### config.mk
export PLATFORM = sky130hd
export DESIGN_NAME = tail_ptr_rmw_ctrl_flat
export DESIGN_NICKNAME = d
export VERILOG_FILES = /design/src/rtl/tail_ptr_pkg.sv /design/src/rtl/tail_ptr_rmw_ctrl_if.sv /design/src/rtl/tail_ptr_wrap_add.sv /design/src/rtl/tail_ptr_rmw_ctrl.sv /design/src/flat_wrapper.sv
export SDC_FILE = /design/constraint.sdc
export NUM_CORES = 1
export LEC_CHECK = 0
export ABC_AREA = 1
export CAP_MARGIN = 20
export CORE_MARGIN = 5
export CORE_UTILIZATION = 43
export DETAILED_ROUTE_END_ITERATION = 10
export GPL_ROUTABILITY_DRIVEN = 0
export GPL_TIMING_DRIVEN = 1
export PLACE_DENSITY = 0.8
export SLEW_MARGIN = 20
export SYNTH_ARGS = -nofsm -noshare
export SYNTH_HDL_FRONTEND = slang
export SYNTH_SLANG_ARGS = --single-unit
### constraint.sdc
create_clock -name clock -period 2.5 [get_ports clock]
set_clock_uncertainty 0.1 [all_clocks]
set_input_delay 0.25 -clock clock [delete_from_list [all_inputs] [get_ports clock]]
set_output_delay 0.25 -clock clock [all_outputs]
set_load 0.05 [all_outputs]
### src/rtl/tail_ptr_pkg.sv
// tail_ptr_pkg: shared sizes, types and state encoding for the tail-pointer RMW controller
package tail_ptr_pkg;
  localparam int NUM_ENTRIES = 21;
  localparam int IDX_W = 5;
  localparam int PTR_W = 6;
  localparam int PTR_MOD = 48;
  localparam int CNT_W = 3;
  localparam logic [PTR_W-1:0] INIT_VAL = '0;
  localparam logic [0:0] ST_INIT = 1'b0;
  localparam logic [0:0] ST_RUN = 1'b1;
  typedef logic [IDX_W-1:0] idx_t;
  typedef logic [PTR_W-1:0] ptr_t;
  typedef logic [CNT_W-1:0] cnt_t;
  typedef struct packed {
    logic valid;
    idx_t idx;
    cnt_t cnt;
    ptr_t old;
  } s1_t;
  typedef enum logic [0:0] {INIT = ST_INIT, RUN = ST_RUN} state_e;
  localparam idx_t LAST_IDX = idx_t'(NUM_ENTRIES - 1);
endpackage

### src/rtl/tail_ptr_rmw_ctrl_if.sv
// tail_ptr_rmw_ctrl_if: client request/response, lookup and table port bundle
interface tail_ptr_rmw_ctrl_if;
  import tail_ptr_pkg::*;
  logic clear;
  logic req_valid;
  logic req_ready;
  idx_t req_idx;
  cnt_t req_cnt;
  logic resp_valid;
  idx_t resp_idx;
  ptr_t resp_old;
  ptr_t resp_new;
  logic lookup_en;
  idx_t lookup_idx;
  ptr_t lookup_tail;
  logic init_done;
  idx_t mem_r0_addr;
  logic mem_r0_en;
  ptr_t mem_r0_data;
  idx_t mem_r1_addr;
  logic mem_r1_en;
  ptr_t mem_r1_data;
  idx_t mem_w0_addr;
  logic mem_w0_en;
  ptr_t mem_w0_data;
  modport slave (
    input clear, req_valid, req_idx, req_cnt, lookup_en, lookup_idx, mem_r0_data, mem_r1_data,
    output req_ready, resp_valid, resp_idx, resp_old, resp_new, lookup_tail, init_done,
    output mem_r0_addr, mem_r0_en, mem_r1_addr, mem_r1_en, mem_w0_addr, mem_w0_en, mem_w0_data
  );
  modport master (
    output clear, req_valid, req_idx, req_cnt, lookup_en, lookup_idx, mem_r0_data, mem_r1_data,
    input req_ready, resp_valid, resp_idx, resp_old, resp_new, lookup_tail, init_done,
    input mem_r0_addr, mem_r0_en, mem_r1_addr, mem_r1_en, mem_w0_addr, mem_w0_en, mem_w0_data
  );
endinterface

### src/rtl/tail_ptr_wrap_add.sv
// tail_ptr_wrap_add: combinational tail advance with modulo-PTR_MOD wrap
module tail_ptr_wrap_add
  import tail_ptr_pkg::*;
(
  input  ptr_t old_i,
  input  cnt_t cnt_i,
  output ptr_t new_o
);
  localparam logic [PTR_W:0] MOD = PTR_MOD[PTR_W:0];
  logic [PTR_W:0] sum;
  logic [PTR_W:0] wrapped;
  assign sum = {1'b0, old_i} + {{(PTR_W+1-CNT_W){1'b0}}, cnt_i};
  assign wrapped = sum - MOD;
  assign new_o = (sum >= MOD) ? wrapped[PTR_W-1:0] : sum[PTR_W-1:0];
endmodule

### src/rtl/tail_ptr_rmw_ctrl.sv
// tail_ptr_rmw_ctrl: owns the tail table; init sweep, forwarded RMW advance and lookup
module tail_ptr_rmw_ctrl
  import tail_ptr_pkg::*;
(
  input logic clock,
  input logic reset,
  tail_ptr_rmw_ctrl_if.slave io
);
  state_e state_q, state_d;
  idx_t init_ctr_q, init_ctr_d;
  s1_t s1_q, s1_d;
  idx_t hold_idx_q, hold_idx_d;
  ptr_t hold_old_q, hold_old_d;
  ptr_t hold_new_q, hold_new_d;
  ptr_t s1_new;
  ptr_t old_fwd;
  logic run, accept, init_wr, s1_wr;
  tail_ptr_wrap_add u_add (.old_i(s1_q.old), .cnt_i(s1_q.cnt), .new_o(s1_new));
  assign run = (state_q == RUN) & ~reset;
  assign accept = run & ~io.clear & io.req_valid;
  assign init_wr = (state_q == INIT) & ~reset;
  assign s1_wr = s1_q.valid & ~reset & (s1_q.idx <= LAST_IDX);
  // same-row back-to-back advances must see the value still in flight in S1
  assign old_fwd = (s1_q.valid && s1_q.idx == io.req_idx) ? s1_new : io.mem_r0_data;
  assign io.req_ready = run & ~io.clear;
  assign io.init_done = run;
  assign io.mem_r0_addr = io.req_idx;
  assign io.mem_r0_en = accept;
  assign io.mem_r1_addr = io.lookup_idx;
  assign io.mem_r1_en = run & io.lookup_en;
  assign io.mem_w0_en = init_wr | s1_wr;
  assign io.mem_w0_addr = init_wr ? init_ctr_q : s1_q.idx;
  assign io.mem_w0_data = init_wr ? INIT_VAL : s1_new;
  assign io.resp_valid = s1_q.valid & ~reset;
  assign io.resp_idx = reset ? '0 : s1_q.valid ? s1_q.idx : hold_idx_q;
  assign io.resp_old = reset ? '0 : s1_q.valid ? s1_q.old : hold_old_q;
  assign io.resp_new = reset ? '0 : s1_q.valid ? s1_new : hold_new_q;
  assign io.lookup_tail = reset ? '0 : !run ? INIT_VAL :
                          (s1_q.valid && s1_q.idx == io.lookup_idx) ? s1_new : io.mem_r1_data;
  always_comb begin
    state_d = (state_q == INIT) ? ((init_ctr_q == LAST_IDX) ? RUN : INIT) : (io.clear ? INIT : RUN);
    init_ctr_d = (state_q == INIT) ? init_ctr_q + 1'b1 : '0;
    s1_d = '{valid: accept, idx: io.req_idx, cnt: io.req_cnt, old: old_fwd};
    hold_idx_d = s1_q.valid ? s1_q.idx : hold_idx_q;
    hold_old_d = s1_q.valid ? s1_q.old : hold_old_q;
    hold_new_d = s1_q.valid ? s1_new : hold_new_q;
  end
  always_ff @(posedge clock) begin
    if (reset) begin
      state_q <= INIT;
      init_ctr_q <= '0;
      s1_q <= '0;
      hold_idx_q <= '0;
      hold_old_q <= '0;
      hold_new_q <= '0;
    end else begin
      state_q <= state_d;
      init_ctr_q <= init_ctr_d;
      s1_q <= s1_d;
      hold_idx_q <= hold_idx_d;
      hold_old_q <= hold_old_d;
      hold_new_q <= hold_new_d;
    end
  end
  assert property (@(posedge clock) accept |-> io.req_idx <= LAST_IDX);
endmodule

### src/flat_wrapper.sv
// flat-port wrapper written by rule: the top's interface ports become plain ports
module tail_ptr_rmw_ctrl_flat import tail_ptr_pkg::*;
  (clock, reset, io_clear, io_req_valid, io_req_idx, io_req_cnt, io_lookup_en, io_lookup_idx, io_mem_r0_data, io_mem_r1_data, io_req_ready, io_resp_valid, io_resp_idx, io_resp_old, io_resp_new, io_lookup_tail, io_init_done, io_mem_r0_addr, io_mem_r0_en, io_mem_r1_addr, io_mem_r1_en, io_mem_w0_addr, io_mem_w0_en, io_mem_w0_data);
  tail_ptr_rmw_ctrl_if io_i ();
  input logic clock;
  input logic reset;
  input wire logic [$bits(io_i.clear)-1:0] io_clear;
  input wire logic [$bits(io_i.req_valid)-1:0] io_req_valid;
  input wire logic [$bits(io_i.req_idx)-1:0] io_req_idx;
  input wire logic [$bits(io_i.req_cnt)-1:0] io_req_cnt;
  input wire logic [$bits(io_i.lookup_en)-1:0] io_lookup_en;
  input wire logic [$bits(io_i.lookup_idx)-1:0] io_lookup_idx;
  input wire logic [$bits(io_i.mem_r0_data)-1:0] io_mem_r0_data;
  input wire logic [$bits(io_i.mem_r1_data)-1:0] io_mem_r1_data;
  output wire logic [$bits(io_i.req_ready)-1:0] io_req_ready;
  output wire logic [$bits(io_i.resp_valid)-1:0] io_resp_valid;
  output wire logic [$bits(io_i.resp_idx)-1:0] io_resp_idx;
  output wire logic [$bits(io_i.resp_old)-1:0] io_resp_old;
  output wire logic [$bits(io_i.resp_new)-1:0] io_resp_new;
  output wire logic [$bits(io_i.lookup_tail)-1:0] io_lookup_tail;
  output wire logic [$bits(io_i.init_done)-1:0] io_init_done;
  output wire logic [$bits(io_i.mem_r0_addr)-1:0] io_mem_r0_addr;
  output wire logic [$bits(io_i.mem_r0_en)-1:0] io_mem_r0_en;
  output wire logic [$bits(io_i.mem_r1_addr)-1:0] io_mem_r1_addr;
  output wire logic [$bits(io_i.mem_r1_en)-1:0] io_mem_r1_en;
  output wire logic [$bits(io_i.mem_w0_addr)-1:0] io_mem_w0_addr;
  output wire logic [$bits(io_i.mem_w0_en)-1:0] io_mem_w0_en;
  output wire logic [$bits(io_i.mem_w0_data)-1:0] io_mem_w0_data;
  assign io_i.clear = io_clear;
  assign io_i.req_valid = io_req_valid;
  assign io_i.req_idx = io_req_idx;
  assign io_i.req_cnt = io_req_cnt;
  assign io_i.lookup_en = io_lookup_en;
  assign io_i.lookup_idx = io_lookup_idx;
  assign io_i.mem_r0_data = io_mem_r0_data;
  assign io_i.mem_r1_data = io_mem_r1_data;
  assign io_req_ready = io_i.req_ready;
  assign io_resp_valid = io_i.resp_valid;
  assign io_resp_idx = io_i.resp_idx;
  assign io_resp_old = io_i.resp_old;
  assign io_resp_new = io_i.resp_new;
  assign io_lookup_tail = io_i.lookup_tail;
  assign io_init_done = io_i.init_done;
  assign io_mem_r0_addr = io_i.mem_r0_addr;
  assign io_mem_r0_en = io_i.mem_r0_en;
  assign io_mem_r1_addr = io_i.mem_r1_addr;
  assign io_mem_r1_en = io_i.mem_r1_en;
  assign io_mem_w0_addr = io_i.mem_w0_addr;
  assign io_mem_w0_en = io_i.mem_w0_en;
  assign io_mem_w0_data = io_i.mem_w0_data;
  tail_ptr_rmw_ctrl u_core (.clock(clock), .reset(reset), .io(io_i));
endmodule
# After elaboration in Yosys (flattened, before gate mapping)
# Cells that the tools add are included.
# W data, S select, Z words.
dict set report word_totals {
  in_bits 30
  register_bits 38
}
dict set report classes {
  n_addsub 3
  n_mux 16
  n_lt_le_gt_ge 2
  reduce_logical 3
  eq_ne 3
  n_bitwise 11
}
# op count
set ops {}
lappend ops {{$mux W6} 10}
lappend ops {{$mux W5} 3}
lappend ops {{$eq A5 B5 Y1} 2}
lappend ops {{$add A6 B3 Y7} 1}
lappend ops {{$and A1 B1 Y1} 7}
lappend ops {{$ge A7 B6 Y1 const B} 1}
lappend ops {{$sub A6 B6 Y6 const B} 1}
lappend ops {{$add A5 B1 Y5 const B} 1}
lappend ops {{$eq A5 B5 Y1 const B} 1}
lappend ops {{$le A5 B5 Y1 const B} 1}
lappend ops {{$mux W1} 3}
lappend ops {{$not A1 Y1} 3}
lappend ops {{$logic_and A1 B1 Y1} 2}
lappend ops {{$reduce_or A2 Y1} 1}
lappend ops {{$or A1 B1 Y1} 1}

# Logic depth before layout (Yosys ltp)
dict set report logic_depth {
  word_depth 6
  depth_mapped 12
}

# By module
# From an unflattened synthesis, not the netlist that was laid out.
dict set report hier_totals {
  cells_unflattened 327
  hier_area_um2 2107.0
}
# module n_inst cells_each area_per_inst_um2
set by_module_without_submodules {}
lappend by_module_without_submodules {tail_ptr_rmw_ctrl 1 279 1843.0}
lappend by_module_without_submodules {tail_ptr_wrap_add 1 48 264.0}

# Least setup slack after synthesis
# No wires, ideal clock.
dict set report synth_path {
  kind {register to output}
  from {register u_core.s1_q[0] (netlist bit)}
  to {output port io_mem_w0_data[4]}
  required_time_ns 2.150
  path_stages_with_launch 11
  arrival_ns 2.110
  setup_slack_ns 0.040
  path_cell_list {dfxtp_1 > ha_1 > inv_1 > fa_1 > inv_1 > nand3_1 > nand2_1 > nand2_1 > nand2_1 > nand3_1 > a21oi_1}
}
dict set report synth_via {
  elab_chain_cells 4
  word_cells_on_any_way 5
}
# item line
set synth_lines {}
lappend synth_lines {{start, declared} tail_ptr_rmw_ctrl.sv:11} ;# s1_t s1_q, s1_d;
lappend synth_lines {{start signal, assigned} tail_ptr_rmw_ctrl.sv:52} ;# s1_q <= '0;
lappend synth_lines {{start signal, assigned} tail_ptr_rmw_ctrl.sv:59} ;# s1_q <= s1_d;
lappend synth_lines {{$add A6 B3 Y7 (*)} tail_ptr_wrap_add.sv:12} ;# assign sum = {1'b0, old_i} + {{(PTR_W+1-CNT_W){1'b0}}, cnt_i};
lappend synth_lines {{$sub A6 B6 Y6 or $ge A7 B6 Y1 (tied branches)} {tail_ptr_wrap_add.sv:13, tail_ptr_wrap_add.sv:14}}
lappend synth_lines {{$mux W6 (*)} tail_ptr_wrap_add.sv:14} ;# assign new_o = (sum >= MOD) ? wrapped[PTR_W-1:0] : sum[PTR_W-1:0];
lappend synth_lines {{$mux W6 (*)} tail_ptr_rmw_ctrl.sv:33} ;# assign io.mem_w0_data = init_wr ? INIT_VAL : s1_new;
lappend synth_lines {{end, declared} flat_wrapper.sv:28} ;# output wire logic [$bits(io_i.mem_w0_data)-1:0] io_mem_w0_data;
# Every way passes the cells marked *; elsewhere a longest branch is shown, timed or not.

# Worst setup path after layout
dict set report layout_path {
  from {register u_core.s1_q[0] (netlist bit)}
  to {output port io_resp_new[4]}
}
dict set report layout_via {
  elab_chain_cells 5
  word_cells_on_any_way 6
}
# item line
set layout_lines {}
lappend layout_lines {{$add A6 B3 Y7 (*)} tail_ptr_wrap_add.sv:12}
lappend layout_lines {{$sub A6 B6 Y6 or $ge A7 B6 Y1 (tied branches)} {tail_ptr_wrap_add.sv:13, tail_ptr_wrap_add.sv:14}}
lappend layout_lines {{$mux W6 (*)} tail_ptr_wrap_add.sv:14}
lappend layout_lines {{$mux W6 (*) (2 in a row)} tail_ptr_rmw_ctrl.sv:37} ;# assign io.resp_new = reset ? '0 : s1_q.valid ? s1_new : hold_new_q;
lappend layout_lines {{end, declared} flat_wrapper.sv:19} ;# output wire logic [$bits(io_i.resp_new)-1:0] io_resp_new;
# Marks and branches as above.

==> results.md <==
* Final number of setup-violating endpoints at 0
* DR vias/cell at 5.014
* Peak VDD IR at 0.3487 mV
* PD cells at 448.1 nW/um^2
* Worst skew pair latency at 0.29 ns
* Initial DRC count at 225
* Initial Utilization at 44.99%
* Sequential share of power at 42.7%
* Total inserted antenna cells at 0
* CTS Root Cell: clkbuf_8
* Syn Area/Cell at 6.755 um^2
* Vias in the first global route at 2047
* Initial antenna violation count at 0
* Worst r2r src: u_core.s1_q[0]
* Reg-to-reg slack, setup at 0.66 ns
* Final Cell Area at 3343 um^2
* Vias at 2131
* Slew Limit Fails at 0
* Clk pwr share at 35.5%
* Largest net degree at the start of global routing at 21
* Netlist cell types at 31
* Hold path depth at 3
* Die width at 78.19 um
* Mapped Cells at 296
* Drt first pass iters at 4
* Final Hold Vio Count at 0
* Area of the die at 6114 um^2
* TritonCTS clock tree: yes
* First-pass GRT wire length at 9673 um
* Pleak at 1.547 nW
* Final WS setup at 0.05702 ns
* Post-Route WL at 6446 um
* Dpl hpwl at 4680 um
* R2R depth at 11
* Drc violations at 0
* Critical Path RT at 2.15 ns
* Sw Pwr at 0.4209 mW
* IO Pins at 80
* Non-Filler Instances at 425
* Worst min path class: in -> reg
* Worst Setup End Kind: primary output
* Number of port buffers at 79
* Crit path time final at 2.443 ns
* CTS H-tree depth at 2
* Share of layout cells above drive strength 1 at 24.66%
* Net Sw Frac at 28.10%
* Clock Sinks at 38
* Deepest clock path buffer count at 2
* Dpl ws at 0.2799 ns
* Crit path max fanout at 4
* Relative slew margins at 61.24%
* Dpl cell area at 3143 um^2
* FF+latch count, synth at 38
* Crit Path Category: reg -> out
* Dpl cells at 417
* FMAX at 409.3 MHz
* DR WL/cell at 15.17 um
* Reg clk slew, reported paths at 0.08 ns
* R2r endpoint: u_core.hold_new_q[5]
* Die Span Y at 78.19 um
* Outcome: finished clean
* Syn. warnings at 0
* Row Count at 24
* Sequential share of the synthesized area at 38.05%
* Hold path start: io_req_cnt[1]
* Worst-margin pin slew at 0.5805 ns
* Syn nets at 332
* Mapped cell area at 1999 um^2
* Total gr overflow at 0
* Final worst path period share at 97.72%
* GRT Overall Usage at 19.69%
* Fill count at 308
* Core area at 4444 um^2
* Num CTS Buffers at 5
* Setup TNS Final at 0 ns
* Routed Antenna Nets at 0
* Startpoint types: register
* Internal power at 1.077 mW
* Nets at 409
* WP data arrival at 2.09 ns
* Comb power frac at 21.8%
* Maxcap violations at 0
* Synthesis-to-finish area growth at 67.21%
* Hold Path End: u_core.s1_q[7]
* Design Power at 1.498 mW
==> worst max-delay path, cell delays in order, from the launching register on <==
cell     delay, ns
dfxtp_2       0.36
ha_4          0.14
inv_1         0.05
fa_2          0.39
inv_2         0.07
nand3_2       0.08
nand2_2       0.10
nand2_1       0.06
nand2_2       0.09
nand3_4       0.09
nand3_2       0.08
nand2_1       0.07
inv_2         0.08
buf_12        0.13
==> through the flow <==
stage,hold WS (ns),util [%]
after floorplan,0.2261,-
after global placement,0.3823,70.72
after detailed placement,0.3941,70.72
after CTS,0.3757,73.62
after global routing,0.3934,75.23
final,0.3816,75.23
==> final cells by class <==
cell class	instances	area (um^2)	area share, %
sequential	38	762.0	22.79
timing repair buffer	88	1196	35.78
clock inverter	1	30.03	0.8982
tap	52	65.06	1.946
inverter	52	201.4	6.025
clock buffer	6	82.58	2.470
multi-input combinational	188	1006	30.09
==> power by group through the flow <==
stage               clock (mW)  sequential, mW  combinational (mW)
global route             0.568           0.641               0.348
finish                   0.532           0.639               0.327
floorplan                    0           0.646               0.182
CTS                      0.535           0.637               0.313
global placement             0           0.649               0.303
detailed placement           0           0.650               0.308
==> repair_timing <==
action	4_1_cts	5_1_grt
endpoints found under the hold margin	0	0
endpoints found under the setup margin	3	7
hold buffers	0	0
gates resized for setup	5	15
buffers inserted	0	1
cloned	0	0
pin swaps	0	3
==> layer usage <==
| metal | GRT usage [%] | up-vias | share of wire (%) |
|---|---|---|---|
| met1 | 23.94 | 981 | 39 |
| met5 | 0 | - | 0 |
| met3 | 4.577 | 11 | 6.9 |
| li1 | - | 1052 | - |
| met2 | 34.08 | 87 | 52 |
| met4 | 6.993 | 0 | 1.3 |
==> cell usage in the layout, fill, tap and decap left out <==
cell / netlist / final
a21oi_2: 5 / 7
inv_1: 45 / 42
nand4_1: 1 / 1
and2_1: 1 / 1
nor2_2: 5 / 5
buf_4: 10 / 14
nand2_2: 0 / 3
o21ai_0: 20 / 20
nor3_1: 1 / 1
a31oi_1: 1 / 1
o211ai_1: 1 / 1
dfxtp_1: 38 / 37
clkinv_2: 1 / 1
nand3_4: 1 / 2
nand2_1: 72 / 69
a21oi_4: 0 / 1
ha_4: 0 / 1
buf_12: 0 / 35
fa_2: 0 / 1
bufinv_16: 0 / 1
a211oi_1: 1 / 1
dfxtp_2: 0 / 1
a21oi_1: 20 / 17
nor2_1: 36 / 36
ha_1: 5 / 4
clkbuf_8: 0 / 6
clkinv_4: 1 / 1
xnor2_2: 0 / 2
clkdlybuf4s50_1: 0 / 39
nor3b_1: 2 / 2
nand3_2: 1 / 3
xor2_1: 1 / 1
o22ai_1: 1 / 1
nand3_1: 10 / 7
inv_2: 5 / 8
==> worst max-delay path by stage <==
stage                    from                 to  slack (ns)
2_1_floorplan  u_core.s1_q[0]  io_mem_w0_data[4]        0.04
4_1_cts        u_core.s1_q[0]     io_resp_new[4]        0.02
6_report       u_core.s1_q[0]     io_resp_new[4]        0.06
3_5_place_dp   u_core.s1_q[0]  io_mem_w0_data[4]        0.28
5_1_grt        u_core.s1_q[0]     io_resp_new[4]       -0.04
3_3_place_gp   u_core.s1_q[0]  io_mem_w0_data[4]        0.36
==> synthesized netlist by cell type <==
cell type,n,area share [%]
clkbuf_2,1,0.25
a31oi_1,1,0.31
o22ai_1,1,0.31
clkinv_2,1,0.25
clkbuf_1,3,0.56
nor3_1,1,0.25
o21ai_0,20,5.0
inv_1,45,8.4
fa_1,1,1.0
buf_1,1,0.19
and2_1,1,0.31
buf_4,10,3.8
a21oi_2,5,2.2
nand3_4,1,0.88
o211ai_1,1,0.38
buf_2,3,0.75
clkinv_4,1,0.44
ha_1,5,3.1
nand3_1,10,2.5
nand4_1,1,0.31
xnor2_1,2,0.88
xor2_1,1,0.44
nor2_1,36,6.8
dfxtp_1,38,38
a21oi_1,20,5.0
nand2_1,72,14
a211oi_1,1,0.38
nor3b_1,2,0.75
inv_2,5,0.94
nor2_2,5,1.6
nand3_2,1,0.50
==> state kept, by name, summed over array words and instances, names as in the netlist <==
name               flops
u_core.s1_q           15
u_core.hold_new_q      6
u_core.hold_old_q      6
u_core.hold_idx_q      5
u_core.init_ctr_q      5
u_core.state_q         1
==> kinds of logic (layout without fill, tap and decap cells) <==
group / Yosys count / in the layout / share of synthesized area (%)
XOR/XNOR: 3 / 3 / 1.314
AND/OR/NAND/NOR: 130 / 130 / 27.35
buffers and inverters: 70 / 147 / 15.58
adder cells (fa/ha/maj): 6 / 6 / 4.130
AO/OA/AOI/OAI: 49 / 49 / 13.58
flip-flops: 38 / 38 / 38.05
Power figures use the tool's default switching activity.
